<file path="src/rtl/load_store_unit.sv">
// Load/store unit: issues RV32I loads and stores to data memory over req/ready and returns extended load data.
// Op encoding on id_ex_instr_type: 1 LB, 2 LH, 3 LW, 4 LBU, 5 LHU, 6 SB, 7 SH, 8 SW; any other value is not a memory op.
module load_store_unit #(
    parameter int unsigned TIMEOUT_CYCLES = 256
) (
    input  logic        clk,
    input  logic        rst,
    input  logic [3:0]  id_ex_instr_type,
    input  logic [31:0] mem_addr,
    input  logic [31:0] store_data,
    input  logic [4:0]  id_ex_rd_addr,
    output logic        dmem_req,
    output logic        dmem_we,
    output logic [31:0] dmem_addr,
    output logic [3:0]  dmem_be,
    output logic [31:0] dmem_wdata,
    input  logic [31:0] dmem_rdata,
    input  logic        dmem_ready,
    output logic        lsu_stall,
    output logic        lsu_wb_valid,
    output logic [4:0]  lsu_wb_rd_addr,
    output logic [31:0] lsu_wb_data,
    output logic        lsu_misaligned,
    output logic        lsu_bus_error
);
    localparam logic [3:0] OP_LB  = 4'd1;
    localparam logic [3:0] OP_LH  = 4'd2;
    localparam logic [3:0] OP_LW  = 4'd3;
    localparam logic [3:0] OP_LBU = 4'd4;
    localparam logic [3:0] OP_LHU = 4'd5;
    localparam logic [3:0] OP_SB  = 4'd6;
    localparam logic [3:0] OP_SH  = 4'd7;
    localparam logic [3:0] OP_SW  = 4'd8;

    localparam logic [31:0] TMO_LIMIT = 32'(TIMEOUT_CYCLES);
    localparam bit          TMO_EN    = (TIMEOUT_CYCLES != 0);

    typedef enum logic [1:0] {IDLE, REQ, DONE} state_e;

    state_e      state;
    state_e      state_nxt;
    logic [31:0] tmo_cnt;
    logic [3:0]  op_q;
    logic [1:0]  lo_q;
    logic [4:0]  rd_q;

    logic        is_byte, is_half, is_word, is_store, is_mem, misaligned;
    logic        issue, mis_fire, ready_hit, tmo_hit;
    logic [3:0]  be_nxt;
    logic [31:0] wdata_nxt;
    logic [31:0] lane;
    logic [31:0] ld_data;

    always_comb begin
        is_byte    = id_ex_instr_type inside {OP_LB, OP_LBU, OP_SB};
        is_half    = id_ex_instr_type inside {OP_LH, OP_LHU, OP_SH};
        is_word    = id_ex_instr_type inside {OP_LW, OP_SW};
        is_store   = id_ex_instr_type inside {OP_SB, OP_SH, OP_SW};
        is_mem     = is_byte || is_half || is_word;
        misaligned = (is_half && mem_addr[0]) || (is_word && (mem_addr[1:0] != 2'b00));

        issue     = (state == IDLE) && is_mem && !misaligned;
        mis_fire  = (state == IDLE) && is_mem && misaligned;
        ready_hit = (state == REQ) && dmem_ready;
        // Ready in the same cycle as the limit still completes the access.
        tmo_hit   = (state == REQ) && !dmem_ready && TMO_EN && ((tmo_cnt + 32'd1) == TMO_LIMIT);
    end

    always_comb begin
        be_nxt    = 4'b1111;
        wdata_nxt = store_data;
        if (is_byte) begin
            be_nxt    = 4'b0001 << mem_addr[1:0];
            wdata_nxt = {4{store_data[7:0]}};
        end else if (is_half) begin
            be_nxt    = mem_addr[1] ? 4'b1100 : 4'b0011;
            wdata_nxt = {2{store_data[15:0]}};
        end
    end

    always_comb begin
        lane = dmem_rdata >> {lo_q, 3'b000};
        case (op_q)
            OP_LB:   ld_data = {{24{lane[7]}}, lane[7:0]};
            OP_LBU:  ld_data = {24'd0, lane[7:0]};
            OP_LH:   ld_data = {{16{lane[15]}}, lane[15:0]};
            OP_LHU:  ld_data = {16'd0, lane[15:0]};
            default: ld_data = dmem_rdata;
        endcase
    end

    always_ff @(posedge clk) begin
        if (rst) state <= IDLE;
        else     state <= state_nxt;
    end

    always_comb begin
        state_nxt = state;
        lsu_stall = 1'b0;
        case (state)
            IDLE: begin
                lsu_stall = issue;
                if (issue) state_nxt = REQ;
            end
            REQ: begin
                lsu_stall = 1'b1;
                if (ready_hit || tmo_hit) state_nxt = DONE;
            end
            // The memory op is still presented here; it must not be re-issued.
            DONE:    state_nxt = IDLE;
            default: state_nxt = IDLE;
        endcase
    end

    always_ff @(posedge clk) begin
        if (rst) begin
            dmem_req       <= 1'b0;
            dmem_we        <= 1'b0;
            dmem_addr      <= 32'd0;
            dmem_be        <= 4'd0;
            dmem_wdata     <= 32'd0;
            lsu_wb_valid   <= 1'b0;
            lsu_wb_rd_addr <= 5'd0;
            lsu_wb_data    <= 32'd0;
            lsu_misaligned <= 1'b0;
            lsu_bus_error  <= 1'b0;
            tmo_cnt        <= 32'd0;
            op_q           <= 4'd0;
            lo_q           <= 2'd0;
            rd_q           <= 5'd0;
        end else begin
            lsu_wb_valid   <= 1'b0;
            lsu_misaligned <= mis_fire;
            lsu_bus_error  <= tmo_hit;
            if (issue) begin
                dmem_req   <= 1'b1;
                dmem_we    <= is_store;
                dmem_addr  <= {mem_addr[31:2], 2'b00};
                dmem_be    <= be_nxt;
                dmem_wdata <= wdata_nxt;
                op_q       <= id_ex_instr_type;
                lo_q       <= mem_addr[1:0];
                rd_q       <= id_ex_rd_addr;
            end
            if (state == REQ) begin
                if (ready_hit || tmo_hit) begin
                    dmem_req <= 1'b0;
                    tmo_cnt  <= 32'd0;
                end else begin
                    tmo_cnt <= tmo_cnt + 32'd1;
                end
                if (ready_hit && !dmem_we) begin
                    lsu_wb_data    <= ld_data;
                    lsu_wb_rd_addr <= rd_q;
                    lsu_wb_valid   <= (rd_q != 5'd0);
                end
            end
        end
    end
endmodule

</file>
<file path="config.mk">
export PLATFORM = sky130hd
export DESIGN_NAME = load_store_unit
export DESIGN_NICKNAME = d
export VERILOG_FILES = /design/src/rtl/load_store_unit.sv
export SDC_FILE = /design/constraint.sdc
export NUM_CORES = 1
export LEC_CHECK = 0
export CAP_MARGIN = 20
export CORE_ASPECT_RATIO = 1.25
export CORE_MARGIN = 2
export CORE_UTILIZATION = 25
export DETAILED_ROUTE_END_ITERATION = 6
export PLACE_DENSITY_LB_ADDON = 0.3
export SETUP_SLACK_MARGIN = 0.3
export SYNTH_ARGS = -nofsm -noshare
export SYNTH_HDL_FRONTEND = slang
export SYNTH_SLANG_ARGS = --single-unit
</file>
<file path="constraint.sdc">
create_clock -name clk -period 5 [get_ports clk]
set_input_delay 1 -clock clk [delete_from_list [all_inputs] [get_ports clk]]
set_output_delay 1 -clock clk [all_outputs]
set_load 0.01 [all_outputs]
</file>
Word-level counts from Yosys, hierarchy flattened
Cells that the tools add are included.
Operators by class
  add/subtract/negate cells: 1
  multipliers: 0
  div/mod/pow operators: 0
  order comparisons: 0
  eq/ne operators: 16
  shift operators: 2
  multiplexer cells: 14
  bitwise operators: 2
  reductions and logical operators: 26
Operators by type and width (count)
  $pmux W32 S4: 1
  $mux W32: 3
  $add A32 B1 Y32 const B: 1
  $eq A32 B9 Y1 const B: 1
  $shr A32 B5 Y16: 1
  $eq A4 B3 Y1 const B: 6
  $eq A4 B2 Y1 const B: 3
  $mux W4: 3
  $logic_and A1 B1 Y1: 9
  $reduce_bool A3 Y1: 3
  $eq A4 B1 Y1 const B: 2
  $reduce_bool A5 Y1: 1
  $eq A4 B4 Y1 const B: 1
  $logic_or A1 B1 Y1: 4
  $mux W2: 2
  $pmux W2 S2: 1
  $reduce_and A2 Y1: 2
  $reduce_bool A2 Y1: 2
  $shl A1 B2 Y4 const A: 1
  $logic_not A1 Y1: 3
  $mux W1: 3
  $reduce_or A3 Y1: 1
  $eq A2 B1 Y1 const B: 1
  $logic_not A2 Y1: 1
  other kinds (4): 5
Storage, ports and cells
  bits in registers: 153
  latch bits: 0
  bits in writable memories: 0
  ROM bits: 0
  input bits: 108
  output and inout port bits: 111
  memories: 0

Longest topological paths before layout
Gate-level depths: netlist of run 1.
  word-level depth: 9
  mapped depth: 12

Least setup slack after synthesis of run 1
OpenSTA, ideal clock, no wires.
  path type: input port to output port
  from: input id_ex_instr_type[3]
  to: output lsu_stall
  data arrival time: 1.982 ns
  slack: 2.018 ns
  stages on the path: 7
  path through: clkbuf_1 -> nor2b_1 -> a22oi_1 -> nor3_1 -> a41oi_1 -> a21oi_1 -> nor2_1
On the way
  longest elaborated chain between the ends: 7
Ends and longest elaborated chain
  start: declaration: RTL line 8  | input logic [3:0] id_ex_instr_type,
  $eq A4 B1 Y1 (tied with other cells): RTL line 55  | is_byte = id_ex_instr_type inside {OP_LB, OP_LBU, OP_SB};
  $reduce_bool A3 Y1 (tied with other cells): RTL line 55
  $logic_or A1 B1 Y1 or $logic_and A1 B1 Y1 (tied branches): RTL line 59, 60
  $logic_or A1 B1 Y1 (on tied branches): RTL line 59, 60
  $logic_and A1 B1 Y1 or $logic_not A1 Y1 (tied branches): RTL line 62  | issue = (state == IDLE) && is_mem && !misaligned;
  $logic_and A1 B1 Y1 *: RTL line 62
  $pmux W1 S2 *: RTL line 100  | case (state)
  end: declaration: RTL line 19  | output logic lsu_stall,
Every way passes the cells marked *; elsewhere a longest branch is shown, timed or not.

Worst setup path after layout of run 1
  from: input id_ex_instr_type[0]
  to: output lsu_stall
Same word-level chain as after synthesis.

==> results of run 1 <==
-- cell usage in the layout (no fill, tap or decap), drive strengths merged, types with 3 or more instances in the layout --
cell type      count
nand2            199
and3              11
or2                3
or3               20
a311oi            12
nor2              93
inv               23
mux2i             31
o21ai             39
a21oi            131
nor3              21
xor2               3
dfxtp            153
o31ai              4
nand2b             4
nand4             17
clkdlybuf4s50    215
o221ai            15
and4               7
clkbuf            19
xnor2             15
nor4               9
nor2b              6
buf               16
or4                6
o22ai              3
a31oi             10
a211oi            28
nand3             35
a22oi              4
-- worst max-delay path, cell delays in order --
cell and delay, ns:
clkdlybuf4s50_1 0.53, inv_1 0.14, nand2_1 0.06, a22oi_1 0.15, nor3_1 0.06, a41oi_1 0.36, a21oi_1 0.13, nor2_1 0.30
clkdlybuf4s50_1 0.62
-- final cells by class --
| type | count | share of cell area, % |
|---|---|---|
| Sequential cell | 153 | 28.8 |
| Multi-Input combinational cell | 749 | 38.7 |
| Tap cell | 401 | 4.72 |
| Clock inverter | 13 | 1.42 |
| Timing Repair Buffer | 231 | 21.6 |
| Inverter | 14 | 0.494 |
| Clock buffer | 19 | 4.26 |
-- final timing paths --
check / from / slack (ns) / end / depth (start not counted)
max reg2reg: tmo_cnt[0] / 1.44 / tmo_cnt[27] / 9
min reg2reg: lsu_wb_data[2] / 0.45 / lsu_wb_data[2] / 2
min: lsu_wb_data[2] / 0.45 / lsu_wb_data[2] / 2
max: id_ex_instr_type[0] / 0.65 / lsu_stall / 9
-- state kept, by name, indices dropped and copies added, names as in the netlist --
register and flops:
lsu_misaligned 1, state 2, tmo_cnt 32, dmem_wdata 32, dmem_req 1, dmem_we 1
lsu_bus_error 1, lo_q 2, lsu_wb_data 32, rd_q 5, lsu_wb_valid 1, op_q 4
dmem_be 4, dmem_addr 30, lsu_wb_rd_addr 5
-- metal layers --
metal	part of all wire, %	wire [um]
met1	42	10900
met2	49	12800
met3	7.1	1840
met4	1.7	436
met5	0	0
-- power groups by stage --
stage          sequential, mW  clock, mW  combinational, mW
2_1_floorplan            1.41          0              0.300
3_5_place_dp             1.39          0              0.674
6_report                 1.35       1.35              0.674
3_3_place_gp             1.38          0              0.669
5_1_grt                  1.37       1.43              0.741
4_1_cts                  1.36       1.38              0.677
-- cell families after synthesis --
group,after synthesis
buffers and inverters,105
xor gates and xnor gates,18
AOI/OAI and AO/OA,255
DFF,153
other,1
muxes,33
and+or+nand+nor,439
adders and majority gates,2
==> results_dict.tcl, run 1 <==
set metrics [dict create \
    status "completed" \
    setup_ws_ns 0.653 \
    combPwrFrac_pct 20.0 \
    muxShareOfSynthArea_pct 4.52 \
    yosysSeqAreaShare_pct 40.2 \
    gr-max-usage-layer "met2" \
    ctsHoldBuffers 0 \
    synthArstFlopShare_pct 0 \
    htreeDepth 4 \
    fin_crit_ns 4.35 \
    antenna_found_initial 1 \
    ys_top_cells_by_count "198 x nand2_1, 153 x dfxtp_1, 131 x a21oi_1" \
    synth_top_area_share_pct 40.2 \
    crit_required_ns 4.00 \
    path_clk_slew_ns 0.07 \
    setup_viol 0 \
    yosys.area_share.adder_pct 0.329 \
    stdcell_count 1580 \
    grt_overflow 0 \
    synth_top_area_cell "dfxtp_1" \
    grt_pass1_vias 7500 \
    grt_pass1_wl_mm 41.2 \
    p_leak_nw 3.59 \
    power_density_mw_per_mm2 317 \
    yosysMostFrequentCell "nand2_1" \
    path_max_fanout 7 \
    antenna_cells 0 \
    start_kind "input port" \
    cap_violations 0 \
    relSlewSlack_pct 31.4 \
    drt_iter0_drc 371 \
    cts_tree "built" \
    vias_per_cell 4.94 \
    fill_cells 3226 \
    seq_power_share_pct 40.1 \
    ys_ff_latch 153 \
    hold_viol 0 \
    num_vias 7807 \
    dp_hpwl_mm 18.8 \
    postCtsSetupBuffers 0 \
    synth_edf_count 0 \
    grt_usage_pct 16.1 \
    max_freq_mhz 230 \
    drt-wirelength-per-cell_um 16.4 \
    cts_root_buf "clkbuf_16" \
    clk_path_buf_depth 2 \
    clock_latency_ns 0.43 \
    initial_core_util_pct 25.3 \
    rows 71 \
    multi_input_area_mm2 0.00411 \
    nets 1276 \
    end_kind "output port" \
    critPathKind "in -> out" \
    fin_util_pct 35.4 \
    met2_usage_pct 28.0 \
    swShare_pct 30.1 \
    p_clk_share_pct 39.9 \
    numCtsBuffers 17 \
    die_height_um 199 \
    die_x_um 160 \
    synthFlopType "dfxtp_1" \
    numPortBuffers 216 \
    io_pins 219 \
    synth_top_family_by_area "simple AND/OR/NAND/NOR gates" \
    arrival_ns 3.35 \
    yosysUniqueCellTypes 58 \
    setup_tns_ns 0 \
    p_sw_mw 1.02 \
    antenna_left 0 \
    wl_mm 26.0 \
    clock_sinks 153 \
    dr.pass1.iters 7 \
    hp-class "reg -> reg" \
    period_share_pct 86.9 \
    synth.cell_area_mm2 0.00761 \
    cts_resized 0 \
    preCtsSetupSlack_ns 0.632 \
    grt_util_met3_pct 4.61 \
    synthCells 1006 \
    final_area_mm2 0.0106 \
    use_met1_pct 19.3 \
    core_mm2 0.0300 \
    die_area_mm2 0.0319 \
    areaGrowthSynthToFinish_pct 39.7 \
    drcViolationCount 0 \
    synth-compound-area-share_pct 20.2 \
    whs_ns 0.449 \
    final_layout_size_suffix_gt1_share_pct 5.51 \
    syn_area_per_cell_um2 7.56 \
    slew_violations 0 \
    placed_area_mm2 0.0100 \
    yosysWarnings 0 \
    grt_max_degree 98 \
    finClkSkew_ns 0.0162 \
    p_int_mw 2.36 \
    rsz0062_at_grt "no" \
    worst_slew_pin_slew_ns 1.03 \
    p_total_mw 3.37 \
    gp_congestion 0.889 \
    dpl.cell_count 1547 \
    yosys.area_share.simple_pct 26.7 \
    regArea_mm2 0.00306 \
    ys_top_cells_by_area "dfxtp_1 40%, nand2_1 9.8%, a21oi_1 8.6%" \
    synth_xor_area_share_pct 2.07 \
    vdd_drop_max_mv 0.210 \
]
Note: power is estimated with default switching activity, not from simulation.
==> run 2: changes to the inputs <==
- ABC_CLOCK_PERIOD_IN_PS: default -> 5000
==> results of run 2 <==
Same layout as run 1: the final DEF is identical, and so are final timing and power.
